$ cat config.mk
export PLATFORM = sky130hd
export DESIGN_NAME = wrap_scheduler
export DESIGN_NICKNAME = d
export VERILOG_FILES = /design/src/rtl/wrap_scheduler.sv
export SDC_FILE = /design/constraint.sdc
export NUM_CORES = 1
export LEC_CHECK = 0
export BUFFER_PORTS_ARGS = -buffer_cell sky130_fd_sc_hd__clkbuf_2
export CAP_MARGIN = 25
export CORE_MARGIN = 2
export CORE_UTILIZATION = 40
export CTS_BUF_LIST = sky130_fd_sc_hd__clkbuf_8 sky130_fd_sc_hd__clkbuf_16
export DETAILED_ROUTE_END_ITERATION = 12
export PLACE_DENSITY = 0.72
export SYNTH_ARGS = -nofsm -noshare
export SYNTH_HDL_FRONTEND = slang
export SYNTH_SLANG_ARGS = --single-unit
$ cat constraint.sdc
create_clock -name clk -period 1.9 [get_ports clk]
set_clock_uncertainty 0.1 [all_clocks]
set_input_delay 0.38 -clock clk [delete_from_list [all_inputs] [get_ports clk]]
set_output_delay 0.38 -clock clk [all_outputs]
set_load 0.03 [all_outputs]
$ cat src/rtl/wrap_scheduler.sv
// Round-robin wrap scheduler feeding the fetch stage: tracks per-wrap active and
// in-flight state and issues one registered one-hot grant per cycle.
module wrap_scheduler #(
    parameter int NUM_WRAPS = 4,
    parameter int WRAP_ID_WIDTH = $clog2(NUM_WRAPS),
    parameter logic [NUM_WRAPS-1:0] RESET_ACTIVE_MASK = 'b1
) (
    input  logic                     clk,
    input  logic                     reset,
    input  logic                     launchValid,
    input  logic [WRAP_ID_WIDTH-1:0] launchWrapId,
    input  logic                     haltValid,
    input  logic [WRAP_ID_WIDTH-1:0] haltWrapId,
    input  logic [NUM_WRAPS-1:0]     stallMask,
    input  logic                     fetchReady,
    input  logic                     fetchDoneValid,
    input  logic [WRAP_ID_WIDTH-1:0] fetchDoneWrapId,
    output logic [NUM_WRAPS-1:0]     selectedWrapOH,
    output logic [WRAP_ID_WIDTH-1:0] selectedWrapId,
    output logic                     selectedValid,
    output logic [NUM_WRAPS-1:0]     activeMask,
    output logic [NUM_WRAPS-1:0]     inFlightMask
);

    localparam logic [WRAP_ID_WIDTH-1:0] RR_RESET = WRAP_ID_WIDTH'(NUM_WRAPS - 1);

    function automatic logic [NUM_WRAPS-1:0] toOneHot(input logic [WRAP_ID_WIDTH-1:0] id);
        logic [NUM_WRAPS-1:0] oh;
        oh = '0;
        oh[id] = 1'b1;
        return oh;
    endfunction

    logic [WRAP_ID_WIDTH-1:0] rrPtr;
    logic [NUM_WRAPS-1:0]     eligible;
    logic [WRAP_ID_WIDTH-1:0] candidate;
    logic [WRAP_ID_WIDTH-1:0] grantId;
    logic                     grantFound;
    logic                     issue;
    logic [NUM_WRAPS-1:0]     launchOH;
    logic [NUM_WRAPS-1:0]     haltOH;
    logic [NUM_WRAPS-1:0]     doneOH;
    logic [NUM_WRAPS-1:0]     grantOH;
    logic [NUM_WRAPS-1:0]     activeNext;
    logic [NUM_WRAPS-1:0]     inFlightNext;

    // Eligibility: registered state plus the live stall mask
    assign eligible = activeMask & ~inFlightMask & ~stallMask;

    // Search starts one past the last grant; index arithmetic wraps naturally
    // because NUM_WRAPS is a power of two.
    always_comb begin
        grantFound = 1'b0;
        grantId    = '0;
        candidate  = '0;
        for (int i = 1; i <= NUM_WRAPS; i++) begin
            candidate = rrPtr + WRAP_ID_WIDTH'(i);
            if (!grantFound && eligible[candidate]) begin
                grantFound = 1'b1;
                grantId    = candidate;
            end
        end
    end

    assign issue    = fetchReady && grantFound;
    assign launchOH = launchValid    ? toOneHot(launchWrapId)    : '0;
    assign haltOH   = haltValid      ? toOneHot(haltWrapId)      : '0;
    assign doneOH   = fetchDoneValid ? toOneHot(fetchDoneWrapId) : '0;
    assign grantOH  = issue          ? toOneHot(grantId)         : '0;

    // Halt is applied after launch so it wins on a same-wrap collision
    assign activeNext   = (activeMask | launchOH) & ~haltOH;
    assign inFlightNext = (inFlightMask & ~doneOH) | grantOH;

    // Registered grant stage
    always_ff @(posedge clk) begin
        if (reset) begin
            activeMask     <= RESET_ACTIVE_MASK;
            inFlightMask   <= '0;
            selectedWrapOH <= '0;
            selectedWrapId <= '0;
            selectedValid  <= 1'b0;
            rrPtr          <= RR_RESET;
        end else begin
            activeMask     <= activeNext;
            inFlightMask   <= inFlightNext;
            selectedWrapOH <= grantOH;
            selectedWrapId <= issue ? grantId : '0;
            selectedValid  <= issue;
            if (issue) begin
                rrPtr <= grantId;
            end
        end
    end

endmodule

==> results.md, run 1 <==
- Status: finished, final reports clean
- Die Area: 0.002267 sq mm
- Crit-path slowest cell: or4b_4
- Num Clock Sinks: 17
- Top cell type's share of synthesized area: 44.74%
- Critical Path Max Stage Delay: 0.55 ns
- Final HPWL DP: 1539 microns
- Worst-margin pin slew: 0.5692 ns
- Final Total Pwr: 0.7929 mW
- Most frequent cell after synthesis: dfxtp_1
- Ranking of synthesized cells by area: dfxtp_1 (45%), nor3b_1 (4.9%), nor2_1 (4.4%), a31oi_1 (3.3%), inv_1 (3.0%)
- Clock slew at reported path FFs: 0.07 ns
- WP data required: 1.99 ns
- Pwr Density: 784.3 mW/mm^2
- Area post-placement: 957.2 sq um
- Vias in the first global route: 698
- Number of clock buffers inserted by TritonCTS: 3
- Routed WL per cell: 13.98 microns
- VDD IR max: 483.3 uV
- LEAKAGE: 0.4605 nW
- Core Area: 0.001764 sq mm
- Max Fclk: 0.5446 GHz
- Ys Warns: 0
- Register area share after synthesis: 44.74%
- Area grow syn2layout: 32.89%
- Seq pwr share: 48.9%
- Routed Antenna Nets: 0
- Data arrival, critical path: 1.93 ns
- Comb pwr share: 16.2%
- Number of synthesized register bits: 17
- # port buffers: 30
- CTS tree: yes
- Post-synth EDFFs: 0
- Switching Power: 0.2239 mW
- Prevailing post-synth register cell: dfxtp_1
- Top cells by count, synth: dfxtp_1 (17), nor2_1 (9), inv_1 (6), nor3b_1 (5), a31oi_1 (4)
- Drt first pass iters: 4
- Die H: 47.61 microns
- Worst-path maximum fanout: 6
- CTS Hold Buffers Added: 0
- Internal power: 0.5689 mW
- Drt first-iter violations: 28
- Mapped Area: 760.7 sq um
- Post-synth cell types: 32
- I/O pin count: 31
- # setup viols final: 0
- Initial antenna violation count: 0
- Synthesized instance count: 80
- Gr usage total: 20.37%
- Max-slew violation count: 0
- Drt drc: 0
- Die X: 47.61 microns
- Effective utilization at floorplan: 43.12%
- Minimum clock period: 1.836 ns
- Clock power frac: 34.9%
- MaxCap Viol Count: 0
- Largest net degree at the start of global routing: 11
- Crit. End Element: flip-flop
- Syn Area/Cell: 9.509 sq um
- Final instance area: 0.001011 sq mm
- Avg Vias per Cell: 5.560
- Row count: 15
- Slew headroom: 61.55%
- Total grt overflow: 0
- Worst Hold Class: in -> reg
- Nets: 133
- Placer Congestion: 0.7421
- Startpoint types: flip-flop
- H-tree depth: 1
- Area leader, netlist: dfxtp_1
- Final worst-path cycle share: 96.64%
- Register-to-register setup slack: 0.06 ns
- First-pass GRT wire length: 3139 microns
- N_diodes: 0
- Detailed Route WL: 1971 microns
- CP cell instances: nor3b_4, a222oi_1, buf_4, or4b_4, o21ai_2
- Root Buffer: clkbuf_8
- Via count: 784
- Clk Latency, worst-skew pair: 0.26 ns
- Share of synthesized flip-flops with an asynchronous set or reset: 0%
- Clock tree buffer depth: 2
- Syn nets: 96
- Layout fillers: 177
- Crit Path Class: reg -> reg
- Share of layout cells above drive strength 1: 38.79%
- Fin. Hold Viols: 0
- Net Sw Frac: 28.24%
-- routing by layer --
layer	GRT usage [%]	up-vias	wire, microns
met3	6.415	8	168
met5	0	-	0
met4	7.568	0	44
met2	35.41	44	1001
met1	23.39	352	756
li1	-	380	-
-- state kept, by name, summed over array words and instances (netlist names) --
name / count
selectedWrapOH: 4
rrPtr: 2
selectedValid: 1
selectedWrapId: 2
activeMask: 4
inFlightMask: 4
-- area by class of cell --
| type | count | area (sq um) | share of cell area [%] |
|---|---|---|---|
| multi-input cells | 55 | 390.4 | 38.61 |
| flip-flops and latches | 17 | 340.3 | 33.66 |
| repair buffers | 34 | 180.2 | 17.82 |
| clock buffers | 3 | 41.29 | 4.084 |
| well taps | 25 | 31.28 | 3.094 |
| inverters | 6 | 22.52 | 2.228 |
| clock inverters | 1 | 5.005 | 0.4950 |
-- power groups by stage --
stage | clock network (mW) | registers [mW] | logic (mW)
after floorplan | 0 | 0.411 | 0.0570
after global placement | 0 | 0.395 | 0.123
after detailed placement | 0 | 0.395 | 0.127
after CTS | 0.275 | 0.387 | 0.127
after global routing | 0.298 | 0.390 | 0.140
final | 0.277 | 0.387 | 0.129
-- critical path, delay by kind of cell, from the launching register on --
kind,cells,cell delay (ns)
DFF,1,0.37
AOI/OAI and AO/OA,2,0.28
buffers and inverters,1,0.16
and+or+nand+nor,2,0.86
-- cells by family (layout without fill, tap and decap cells) --
kind of cell           count (synthesis)  after routing  synth area share [%]
flip-flops                            17             17                 44.74
AND/OR/NAND/NOR                       31             31                 26.32
buffers and inverters                  8             44                 3.948
AO/OA/AOI/OAI                         23             23                 23.68
multiplexers                           1              1                 1.316
-- per-stage QoR --
| stage | setup TNS (ns) | std cells | util [%] | hold WS [ns] | worst slack, ns |
|---|---|---|---|---|---|
| final | 0 | 141 | 57.30 | 0.2534 | 0.06387 |
| after detailed placement | 0 | 136 | 54.26 | 0.4271 | 0.06383 |
| after global placement | 0 | 136 | 54.26 | 0.4146 | 0.1010 |
| after global routing | -0.02762 | 141 | 57.30 | 0.2712 | -0.02762 |
| after CTS | 0 | 140 | 56.88 | 0.2594 | 0.1372 |
| after floorplan | 0 | 80 | - | 0.3891 | 0.09214 |
-- placed cells by master (no fill, tap or decap) --
master and count:
nor3b_4 1, a311oi_1 2, nor3b_1 5, clkbuf_2 30
nor2_1 9, or3b_2 1, nand2_1 3, o2111ai_2 1
o221ai_1 1, or4b_4 1, o41ai_1 1, o21ai_1 3
mux2i_1 1, nand3_1 3, a31oi_1 4, o21ai_0 1
inv_1 6, nor4bb_1 1, nor3_1 2, a21oi_1 1
o311ai_0 1, a222oi_1 1, nand3b_1 2, o21ai_2 2
buf_4 4, dfxtp_1 17, o221a_2 1, or3b_1 1
clkinv_2 1, a22oi_1 2, o32a_1 1, or2b_1 1
o211ai_1 1, clkbuf_8 3, or4b_1 1
-- what timing repair did --
item,4_1_cts,5_1_grt
resized for setup,0,0
setup endpoints to repair,0,4
buffers inserted,0,1
-- worst paths after layout --
kind / from / to / cells after the start
worst max-delay path: activeMask[1] / inFlightMask[0] / 5
worst min-delay path: haltWrapId[0] / activeMask[3] / 2
worst max register to register: activeMask[1] / inFlightMask[0] / 5
worst min register to register: inFlightMask[2] / inFlightMask[2] / 2
(Power assumes the default switching activity.)
==> run 2, diff against run 1 <==
--- a/config.mk
+++ b/config.mk
@@ -5,13 +5,14 @@
 export SDC_FILE = /design/constraint.sdc
 export NUM_CORES = 1
 export LEC_CHECK = 0
+export ABC_AREA = 1
 export BUFFER_PORTS_ARGS = -buffer_cell sky130_fd_sc_hd__clkbuf_2
 export CAP_MARGIN = 25
 export CORE_MARGIN = 2
 export CORE_UTILIZATION = 40
 export CTS_BUF_LIST = sky130_fd_sc_hd__clkbuf_8 sky130_fd_sc_hd__clkbuf_16
 export DETAILED_ROUTE_END_ITERATION = 12
-export PLACE_DENSITY = 0.72
+export PLACE_DENSITY = 0.68
 export SYNTH_ARGS = -nofsm -noshare
 export SYNTH_HDL_FRONTEND = slang
 export SYNTH_SLANG_ARGS = --single-unit
==> run 2 against run 1 <==
Net effect: combinational power increased to 10 times the previous value; core utilization decreased by 5.5 points; worst setup slack improved by 0.14 ns; worst hold slack improved by 0.041 ns; synthesized area increased by 44%; clock power decreased by 8.7%; global-route usage decreased by 4.7 points; non-clock buffer count decreased by 3; sequential power increased by 36%; wire length increased by 20%; largest cell class unchanged.
==> results.md, run 2 <==
- VDD IR max: 1115 uV (+130%)
- # port buffers: 30 (unchanged)
- Crit Path Class: reg -> reg
- Share of layout cells above drive strength 1: 31.87% (-6.9 points)
- Prevailing post-synth register cell: dfxtp_1
- Minimum clock period: 1.694 ns (-0.1424 ns)
- Post-synth cell types: 26 (-19%)
- Worst-margin pin slew: 0.2493 ns (-0.3200 ns)
- Syn Area/Cell: 7.282 sq um (-23%)
- Area leader, netlist: dfxtp_1
- CP cell instances: buf_12, xnor2_2, nand3_1, nand2_4, nand3_1, nor2_1, nor2_1, nand2_1, nand3_2, nand2_2
- Die H: 56.26 microns (+18%)
- Synthesized instance count: 150 (+88%)
- Max Fclk: 0.5904 GHz (+8.4%)
- Die Area: 0.003165 sq mm (+40%)
- Worst-path maximum fanout: 14 (+8)
- LEAKAGE: 0.7214 nW (+57%)
- Max-slew violation count: 0 (unchanged)
- Crit-path slowest cell: dfxtp_1
- Num Clock Sinks: 17 (unchanged)
- N_diodes: 0 (unchanged)
- Status: finished, final reports clean
- Number of synthesized register bits: 17 (unchanged)
- Resize count post-CTS: 0 (unchanged)
- CTS Hold Buffers Added: 0 (unchanged)
- Routed WL per cell: 11.17 microns (-20%)
- Mapped Area: 0.001092 sq mm (+44%)
- Synth Area in Compound Gates: 4.926% (-19 points)
- Via count: 1070 (+36%)
- Total grt overflow: 0 (unchanged)
- Reg2Reg Depth: 10 (+5)
- RSZ-0062 raised after global routing: no
- Setup TNS: 0 ns (unchanged)
- Drt first pass iters: 4 (unchanged)
- Routed Antenna Nets: 0 (unchanged)
- Largest registers: activeMask: 4 flops, inFlightMask: 4 flops, selectedWrapOH: 4 flops
- Avg Vias per Cell: 5.047 (-9.2%)
- Vias in the first global route: 967 (+39%)
- Detailed Route WL: 2369 microns (+20%)
- H-tree depth: 1 (unchanged)
- Worst Hold Class: in -> reg
- Final HPWL DP: 1999 microns (+30%)
- Drt first-iter violations: 37 (+32%)
- Area grow syn2layout: 19.70%
- CTS tree: yes
- Largest net degree at the start of global routing: 15 (+4)
- Area share of fa/ha/maj cells after synthesis: 0% (unchanged)
- Clk Latency, worst-skew pair: 0.24 ns (-0.02 ns)
- Final WS setup: 0.2063 ns (+0.1424 ns)
- Final Total Pwr: 2.087 mW (+160%)
- Simple-gate share of the synthesized area: 48.22% (+22 points)
- Nets: 199 (+50%)
- MaxCap Viol Count: 0 (unchanged)
- Post-synthesis mux area share: 0% (-1.3 points)
- Placer Congestion: 0.8950 (+21%)
- Hold path cells: 3 (+1)
- Drt drc: 0 (unchanged)
- Register area share after synthesis: 31.16% (-14 points)
- Data arrival, critical path: 1.79 ns (-0.14 ns)
- # Post-CTS Setup Buffers: 0 (unchanged)
- Final worst-path cycle share: 89.14% (-7.5 points)
- Root Buffer: clkbuf_8
- Initial antenna violation count: 0 (unchanged)
- I/O pin count: 31 (unchanged)
- Effective utilization at floorplan: 43.30% (+0.18 points)
- Largest family of logic cells by synthesized area: simple AND/OR/NAND/NOR gates
- Clock slew at reported path FFs: 0.06 ns (about the same)
- Share of synthesized flip-flops with an asynchronous set or reset: 0% (unchanged)
- Critical Path Max Stage Delay: 0.32 ns (-0.23 ns)
- Final instance area: 0.001308 sq mm (+29%)
- Top cell type's share of synthesized area: 31.16% (-14 points)
- Post-synth EDFFs: 0 (unchanged)
- Row count: 18 (+3)
- Crit. End Element: flip-flop
- Core Area: 0.002522 sq mm (+43%)
- Number of clock buffers inserted by TritonCTS: 3 (unchanged)
- # setup viols final: 0 (unchanged)
- Ranking of synthesized cells by area: dfxtp_1 (31%), nand3_1 (14%), nand2_1 (10%), inv_1 (7.9%), nand4_1 (4.0%)
- Die X: 56.26 microns (+18%)
- Clock tree buffer depth: 2 (unchanged)
- Post-Place Worst Slack: 0.1442 ns (+0.08033 ns)
- WP data required: 1.99 ns (about the same)
- Fin. Hold Viols: 0 (unchanged)
- Top cells by count, synth: nand2_1 (30), nand3_1 (30), inv_1 (23), dfxtp_1 (17), nand4_1 (7)
- Post-Synth XOR/XNOR Area: 2.978% (+3.0 points)
- Startpoint types: flip-flop
- Area post-placement: 0.001261 sq mm (+32%)
- Slew headroom: 83.36% (+22 points)
- Pwr Density: 1596 mW/mm^2 (+100%)
- Ys Warns: 0 (unchanged)
- Syn nets: 166 (+73%)
- First-pass GRT wire length: 4036 microns (+29%)
- Fin Hold WS: 0.2945 ns (+0.04112 ns)
- Most frequent cells in the layout: nand3_1 (30), nand2_1 (30), clkbuf_2 (30)
- Gr usage total: 15.64% (-4.7 points)
## run 2: report_power, final
part / total (mW) / switching (mW) / internal [mW]
sequential: 0.526 / 0.0755 / 0.450
combinational: 1.31 / 0.876 / 0.432
clock: 0.253 / 0.110 / 0.143
## run 2: cell type report
| type | instances | area (sq um) |
|---|---|---|
| fill | 266 | 1215 |
| sequential | 17 | 341.6 |
| timing repair buffer | 31 | 170.2 |
| tap | 30 | 37.54 |
| clock inverter | 1 | 3.754 |
| multi-input combinational | 104 | 613.1 |
| inverter | 26 | 100.1 |
| clock buffer | 3 | 41.29 |
## run 2: path summary, 6_finish.rpt
check                    endpoint       startpoint  slack [ns]
hold reg to reg   inFlightMask[0]  inFlightMask[0]        0.40
setup reg to reg  inFlightMask[3]         rrPtr[0]        0.21
hold / removal      activeMask[0]    haltWrapId[0]        0.29
setup / recovery  inFlightMask[3]         rrPtr[0]        0.21
## run 2: stage by stage
step	util, %	cells
after floorplan	-	150
after global placement	50.00	208
after detailed placement	50.00	208
after CTS	51.79	212
after global routing	51.84	212
final	51.84	212
## run 2: cell families after synthesis
family	count (synthesis)
compound gates	10
simple gates	92
flops	17
xor+xnor	2
buf+inv	29
## run 2: critical path, delay by kind of cell (launching register included)
family,cells,cell delay (ns)
xor gates and xnor gates,1,0.24
buffers and inverters,1,0.16
DFF,1,0.32
and+or+nand+nor,8,0.82
## run 2: per-layer routing
| metal | track usage, % | wire length (microns) | up-vias |
|---|---|---|---|
| li1 | - | - | 562 |
| met1 | 20.96 | 1181 | 488 |
| met2 | 25.71 | 1101 | 18 |
| met3 | 2.304 | 72 | 2 |
| met4 | 5.102 | 13 | 0 |
| met5 | 0 | 0 | - |
